===== src/rtl/rr_queue_bank.sv =====
// Three independent FIFOs behind a single tagged ingress port. Words leave through a
// registered egress port when the scheduler issues a one-hot pop.
module rr_queue_bank #(
    parameter int unsigned DW    = 8,
    parameter int unsigned DEPTH = 4,
    parameter int unsigned AW    = $clog2(DEPTH)
) (
    input  logic          clk,
    input  logic          rst,
    input  logic          in_vld,
    input  logic [1:0]    in_qid,
    input  logic [DW-1:0] in_data,
    output logic          in_rdy,
    output logic          q0_rdy,
    output logic          q1_rdy,
    output logic          q2_rdy,
    input  logic [2:0]    sel,
    output logic          out_vld,
    output logic [1:0]    out_qid,
    output logic [DW-1:0] out_data,
    output logic [AW:0]   q0_cnt,
    output logic [AW:0]   q1_cnt,
    output logic [AW:0]   q2_cnt,
    output logic          err
);

    localparam int unsigned NQ = 3;
    localparam logic [AW:0]   CNT_FULL = (AW+1)'(DEPTH);
    localparam logic [AW:0]   CNT_ONE  = (AW+1)'(1);
    localparam logic [AW-1:0] PTR_ONE  = AW'(1);

    logic [DW-1:0] mem    [NQ][DEPTH];
    logic [AW-1:0] wr_ptr [NQ];
    logic [AW-1:0] rd_ptr [NQ];
    logic [AW:0]   cnt    [NQ];

    logic [NQ-1:0] push_v;
    logic [NQ-1:0] pop_v;
    logic          sel_onehot;
    logic          bad_qid;

    // Push/pop qualification uses registered counts only, so a same-cycle pop never
    // frees room for a push and a fresh push is never poppable in its own cycle.
    always_comb begin
        push_v     = '0;
        pop_v      = '0;
        in_rdy     = 1'b0;
        sel_onehot = (sel == 3'b001) || (sel == 3'b010) || (sel == 3'b100);
        bad_qid    = in_vld && (in_qid == 2'd3);
        for (int q = 0; q < NQ; q++) begin
            if (in_qid == 2'(q)) begin
                in_rdy = (cnt[q] != CNT_FULL);
            end
            if (in_vld && (in_qid == 2'(q)) && (cnt[q] != CNT_FULL)) begin
                push_v[q] = 1'b1;
            end
            if ((sel == 3'(1 << q)) && (cnt[q] != '0)) begin
                pop_v[q] = 1'b1;
            end
        end
    end

    // Storage is not reset; stale words are unreachable once pointers clear.
    always_ff @(posedge clk) begin
        for (int q = 0; q < NQ; q++) begin
            if (push_v[q]) begin
                mem[q][wr_ptr[q]] <= in_data;
            end
        end
    end

    always_ff @(posedge clk) begin
        if (rst) begin
            for (int q = 0; q < NQ; q++) begin
                wr_ptr[q] <= '0;
                rd_ptr[q] <= '0;
                cnt[q]    <= '0;
            end
            out_vld  <= 1'b0;
            out_qid  <= '0;
            out_data <= '0;
            err      <= 1'b0;
        end else begin
            out_vld <= |pop_v;
            for (int q = 0; q < NQ; q++) begin
                if (push_v[q]) begin
                    wr_ptr[q] <= wr_ptr[q] + PTR_ONE;
                end
                if (pop_v[q]) begin
                    rd_ptr[q] <= rd_ptr[q] + PTR_ONE;
                    out_qid   <= 2'(q);
                    out_data  <= mem[q][rd_ptr[q]];
                end
                case ({push_v[q], pop_v[q]})
                    2'b10:   cnt[q] <= cnt[q] + CNT_ONE;
                    2'b01:   cnt[q] <= cnt[q] - CNT_ONE;
                    default: cnt[q] <= cnt[q];
                endcase
            end
            if (bad_qid || ((sel != 3'b000) && !sel_onehot)) begin
                err <= 1'b1;
            end
        end
    end

    assign q0_rdy = (cnt[0] != '0);
    assign q1_rdy = (cnt[1] != '0);
    assign q2_rdy = (cnt[2] != '0);
    assign q0_cnt = cnt[0];
    assign q1_cnt = cnt[1];
    assign q2_cnt = cnt[2];

endmodule


===== config.mk =====
export PLATFORM = sky130hd
export DESIGN_NAME = rr_queue_bank
export DESIGN_NICKNAME = d
export VERILOG_FILES = /design/src/rtl/rr_queue_bank.sv
export SDC_FILE = /design/constraint.sdc
export NUM_CORES = 1
export LEC_CHECK = 0
export BUFFER_PORTS_ARGS = -buffer_cell sky130_fd_sc_hd__buf_2
export CAP_MARGIN = 10
export CORE_MARGIN = 1
export CORE_UTILIZATION = 55
export CTS_BUF_LIST = sky130_fd_sc_hd__clkbuf_2 sky130_fd_sc_hd__clkbuf_4 sky130_fd_sc_hd__clkbuf_8
export CTS_CLUSTER_DIAMETER = 40
export DETAILED_ROUTE_END_ITERATION = 8
export PLACE_DENSITY = 0.77
export SETUP_SLACK_MARGIN = 0.15
export SYNTH_ARGS = -nofsm -noshare
export SYNTH_HDL_FRONTEND = slang
export SYNTH_SLANG_ARGS = --single-unit

===== constraint.sdc =====
create_clock -name clk -period 3.7 [get_ports clk]
set_input_delay 0.37 -clock clk [delete_from_list [all_inputs] [get_ports clk]]
set_output_delay 0.37 -clock clk [all_outputs]
set_load 0.01 [all_outputs]

### Yosys cells after proc, flatten, opt, wreduce, memory -nomap -nowiden

Memory sizes are Yosys's and may differ from the RTL's.
Cells that the tools add are included.

| operators by class | value |
|---|---|
| $add $sub $neg | 12 |
| magnitude comparators | 9 |
| equality and inequality tests | 15 |
| multiplexer cells | 101 |
| bitwise logic cells | 21 |
| reduce and logical (&&, ||, !) cells | 32 |

Operators with widths:

| operator | number |
|---|---|
| two-way mux 32 bit | 7 |
| two-way mux 8 bit | 12 |
| OR reduction 32 bit | 2 |
| two-way mux 1 bit | 56 |
| binary-select mux 8 bit (select 2 bit) | 3 |
| demux 8 bit (select 2 bit) | 3 |
| two-way mux 3 bit | 9 |
| two-way mux 2 bit | 11 |
| greater-or-equal comparator 3 bit, second input constant | 6 |
| inverter 2 -> 3 bit | 6 |
| bitwise OR 1 bit | 15 |
| nonzero test 3 bit | 5 |
| logical AND 1 bit | 14 |
| adder 2 x 1 -> 2 bit, second input constant | 6 |
| equality test 2 bit, second input constant | 5 |
| adder 3 x 1 -> 3 bit, second input constant | 3 |
| < comparator 3 x 1 -> 1 bit, second input constant | 3 |
| != test 3 bit, second input constant | 3 |
| subtractor 3 x 1 -> 3 bit, second input constant | 3 |
| equality test 2 x 1 -> 1 bit, second input constant | 4 |
| OR reduction 2 bit | 4 |
| equality test 3 x 1 -> 1 bit, second input constant | 1 |
| equality test 3 x 2 -> 1 bit, second input constant | 1 |
| equality test 3 bit, second input constant | 1 |
| 5 further kinds | 7 |

| storage, ports and cells | value |
|---|---|
| register bits after elaboration | 12 |
| memory bits (writable) | 117 |
| output and inout port bits | 25 |
| memories | 4 |

Memories:

| memory | depth | bits a word | read ports | clocked after memory_dff | wr ports | RTL line | text |
|---|---|---|---|---|---|---|---|
| mem | 3 | 32 | 3 | 0 | 1 | 32 | `logic [DW-1:0] mem [NQ][DEPTH];` |
| cnt | 3 | 3 | 3 | 0 | 3 | 35 | `logic [AW:0] cnt [NQ];` |
| rd_ptr | 3 | 2 | 3 | 0 | 3 | 34 | `logic [AW-1:0] rd_ptr [NQ];` |
| wr_ptr | 3 | 2 | 3 | 0 | 3 | 33 | `logic [AW-1:0] wr_ptr [NQ];` |

### Longest topological paths before layout

| logic depth | value |
|---|---|
| depth in word-level cells | 11 |
| depth in mapped cells | 11 |

### Least setup slack after synthesis

Ideal clock, no wire load.

| timing path | value |
|---|---|
| path kind | reg-to-reg |
| start | memory cnt[1][1] (netlist bit) |
| end | memory cnt[2][1] (netlist bit), data pin |
| setup time | 0.260 ns |
| arrival time | 2.358 ns |
| required time | 3.440 ns |
| path slack | 1.082 ns |
| stages on the path, launching flop included | 11 |
| path buffers | 2 |
| clock period less this slack | 2.618 ns |
| cells stage by stage | edfxtp_1 -> or3_1 -> nand3_1 -> inv_1 -> buf_4 -> ha_1 -> nor3_1 -> a31o_2 -> buf_2 -> nor2_1 -> mux2_2 |

RTL lines:

| element | RTL line |
|---|---|
| from (decl) | 35 |

==> flow_summary.json <==
{
  "drt-initial-drc-count": 138,
  "crit_type": "reg2reg",
  "post_cts_buffers": 0,
  "insertion_delay_ns": 0.43,
  "critPathArrivalTime_ns": 3.21,
  "fmax_mhz": 331,
  "synth_fa_ha_area_frac": 0.0541,
  "die_y_um": 103,
  "vias_per_cell": 5.66,
  "initial_core_util": 0.570,
  "final_cell_mix": "117 x edfxtp_1, 40 x buf_2, 35 x nor2_1",
  "layout_setup_ws_ns": 0.678,
  "outcome": "complete, no violations",
  "synth_nets": 380,
  "synthArstFlopShare": 0,
  "cts_hold_buf": 0,
  "setup_violations": 0,
  "dieArea_mm2": 0.0106,
  "dp_cells": 502,
  "startpoint_type": "register",
  "switching_power_mw": 0.771,
  "synth_compound_area_frac": 0.0496,
  "rsz0062_at_grt": "false",
  "synth_ff_type": "edfxtp_1",
  "fin_worst_skew_ns": 0.0177,
  "antenna_found_initial": 0,
  "ys_types": 47,
  "finalNonFillerCells": 534,
  "timing.final.crit_share": 0.817,
  "ys_seq_area_frac": 0.670,
  "drt_pass1_iterations": 4,
  "endpoint_kind": "register",
  "yosysWarnings": 0,
  "grt.total_usage": 0.229,
  "avgSynthCellArea_um2": 16.4,
  "finalPower_mw": 3.13,
  "drc_errors": 0,
  "cts_buffers": 17,
  "cts.sinks": 129,
  "yosys.area_share.xor_xnor": 0.0109,
  "hold_class": "in2reg",
  "grt_pass1_vias": 2935,
  "fin_util": 0.640,
  "vias": 3024,
  "synth_simple_gate_area_share": 0.0838,
  "core_area_mm2": 0.00982,
  "io_buffers": 40,
  "dpl_cell_area_mm2": 0.00589,
  "grt_max_degree": 18,
  "ys_seq_elements": 129,
  "powerDensity_mw_per_mm2": 499,
  "power_frac_seq": 0.540,
  "synth_edf_count": 117,
  "die_x_um": 103,
  "synth.area.mux_share": 0.102,
  "syn_inst": 341,
  "p_clk_frac": 0.373,
  "cts_tree": "built",
  "rows": 36,
  "max_cap_viol_count": 0,
  "clk_path_buf_depth": 2,
  "slew_headroom": 0.598,
  "vdd_drop_max_mv": 0.355,
  "p_int_mw": 2.36,
  "final_common_cell": "edfxtp_1",
  "clk_pin_slew_ns": 0.08,
  "cts_root_buffer": "clkbuf_8",
  "whs_ns": 0.211,
  "tightestPinTransition_ns": 0.604,
  "synth_top_family_by_area": "multiplexers",
  "maxSlewViolCount": 0,
  "syn-cell-area_mm2": 0.00560,
  "pre_cts_ws_ns": 0.731,
  "report.final.hold_viol_count": 0,
  "fin_crit_ns": 3.02,
  "avgRoutedWirePerCell_um": 20.8,
  "switching_share": 0.246,
  "area_growth_pct": 12.2,
  "ios": 41,
  "routed_wl_um": 11100,
  "crit_path_max_fanout": 12,
  "globalRouteOverflowTotal": 0,
  "drive_above_1_share": 0.279,
  "diodes": 0,
  "fin_tns_setup_ns": 0,
  "nNetsFinal": 427,
  "ant_nets": 0,
  "htreeDepth": 4,
  "postCtsResizedCells": 0,
  "grt_pass1_wl_um": 16400,
  "routabilityCongestion": 0.882,
  "fin_area_mm2": 0.00628,
  "required_ns": 3.88,
  "power_leakage_nw": 2.28,
  "combPwrFrac": 0.087,
  "hpwl_um": 7890
}
==> routing by layer <==
layer  track usage  vias up  routed length (um)
met5             0        -                   0
met4        0.0758        0                 159
met3        0.0583       16                 654
met2         0.374      104                5590
met1         0.303     1512                4680
li1              -     1392                   -
==> cells in the mapped netlist, types with 4 or more instances <==
| cell | number | area share |
|---|---|---|
| a21oi_1 | 5 | 0.0045 |
| a31oi_1 | 4 | 0.0045 |
| and2_1 | 15 | 0.017 |
| buf_2 | 4 | 0.0036 |
| dfxtp_1 | 12 | 0.043 |
| edfxtp_1 | 117 | 0.63 |
| ha_1 | 21 | 0.047 |
| inv_1 | 20 | 0.013 |
| inv_2 | 4 | 0.0027 |
| mux4_1 | 5 | 0.023 |
| mux4_2 | 19 | 0.076 |
| nand2_1 | 12 | 0.0080 |
| nand3_1 | 4 | 0.0036 |
| nor2_1 | 35 | 0.023 |
| o21ai_0 | 5 | 0.0045 |
| xnor2_1 | 5 | 0.0078 |
==> final timing paths <==
kind	start	end	slack (ns)	cells after the start
setup / recovery	cnt[1][1]	cnt[2][1]	0.68	8
hold / removal	in_vld	err	0.21	3
setup reg to reg	cnt[1][1]	cnt[2][1]	0.68	8
hold reg to reg	err	err	0.48	2
==> cell type report <==
type / instances / area (um2)
sequential: 129 / 3750
fill: 736 / 3530
multi-input combinational: 176 / 1680
clock buffer: 17 / 234
timing repair buffer: 40 / 200
tap: 133 / 166
clock inverter: 15 / 159
inverter: 24 / 90.1
==> cell families after synthesis <==
logic type / after synthesis
DFF: 129
and+or+nand+nor: 89
buffers and inverters: 36
AOI/OAI and AO/OA: 32
muxes: 25
adders and majority gates: 23
xor gates and xnor gates: 7
==> worst max-delay path, cell delays in order (launching register included) <==
cell      delay, ns
edfxtp_1       0.41
or3_1          0.41
nand3_1        0.38
inv_1          0.36
ha_1           0.40
nor3_1         0.19
a31o_2         0.30
nor2_1         0.06
mux2_2         0.26
==> flip-flops by register name (all words and copies together), names as in the netlist <==
| name | flops |
|---|---|
| out_qid | 2 |
| rd_ptr | 6 |
| out_vld | 1 |
| mem | 96 |
| out_data | 8 |
| cnt | 9 |
| err | 1 |
| wr_ptr | 6 |
==> power groups by stage <==
| stage | combinational (mW) | clock, mW | sequential, mW |
|---|---|---|---|
| 3_5_place_dp | 0.272 | 0 | 1.73 |
| 3_3_place_gp | 0.261 | 0 | 1.72 |
| 4_1_cts | 0.273 | 1.18 | 1.69 |
| 2_1_floorplan | 0.184 | 0 | 1.71 |
| 5_1_grt | 0.297 | 1.25 | 1.70 |
| 6_report | 0.272 | 1.17 | 1.69 |
Power figures use the tool's default switching activity.
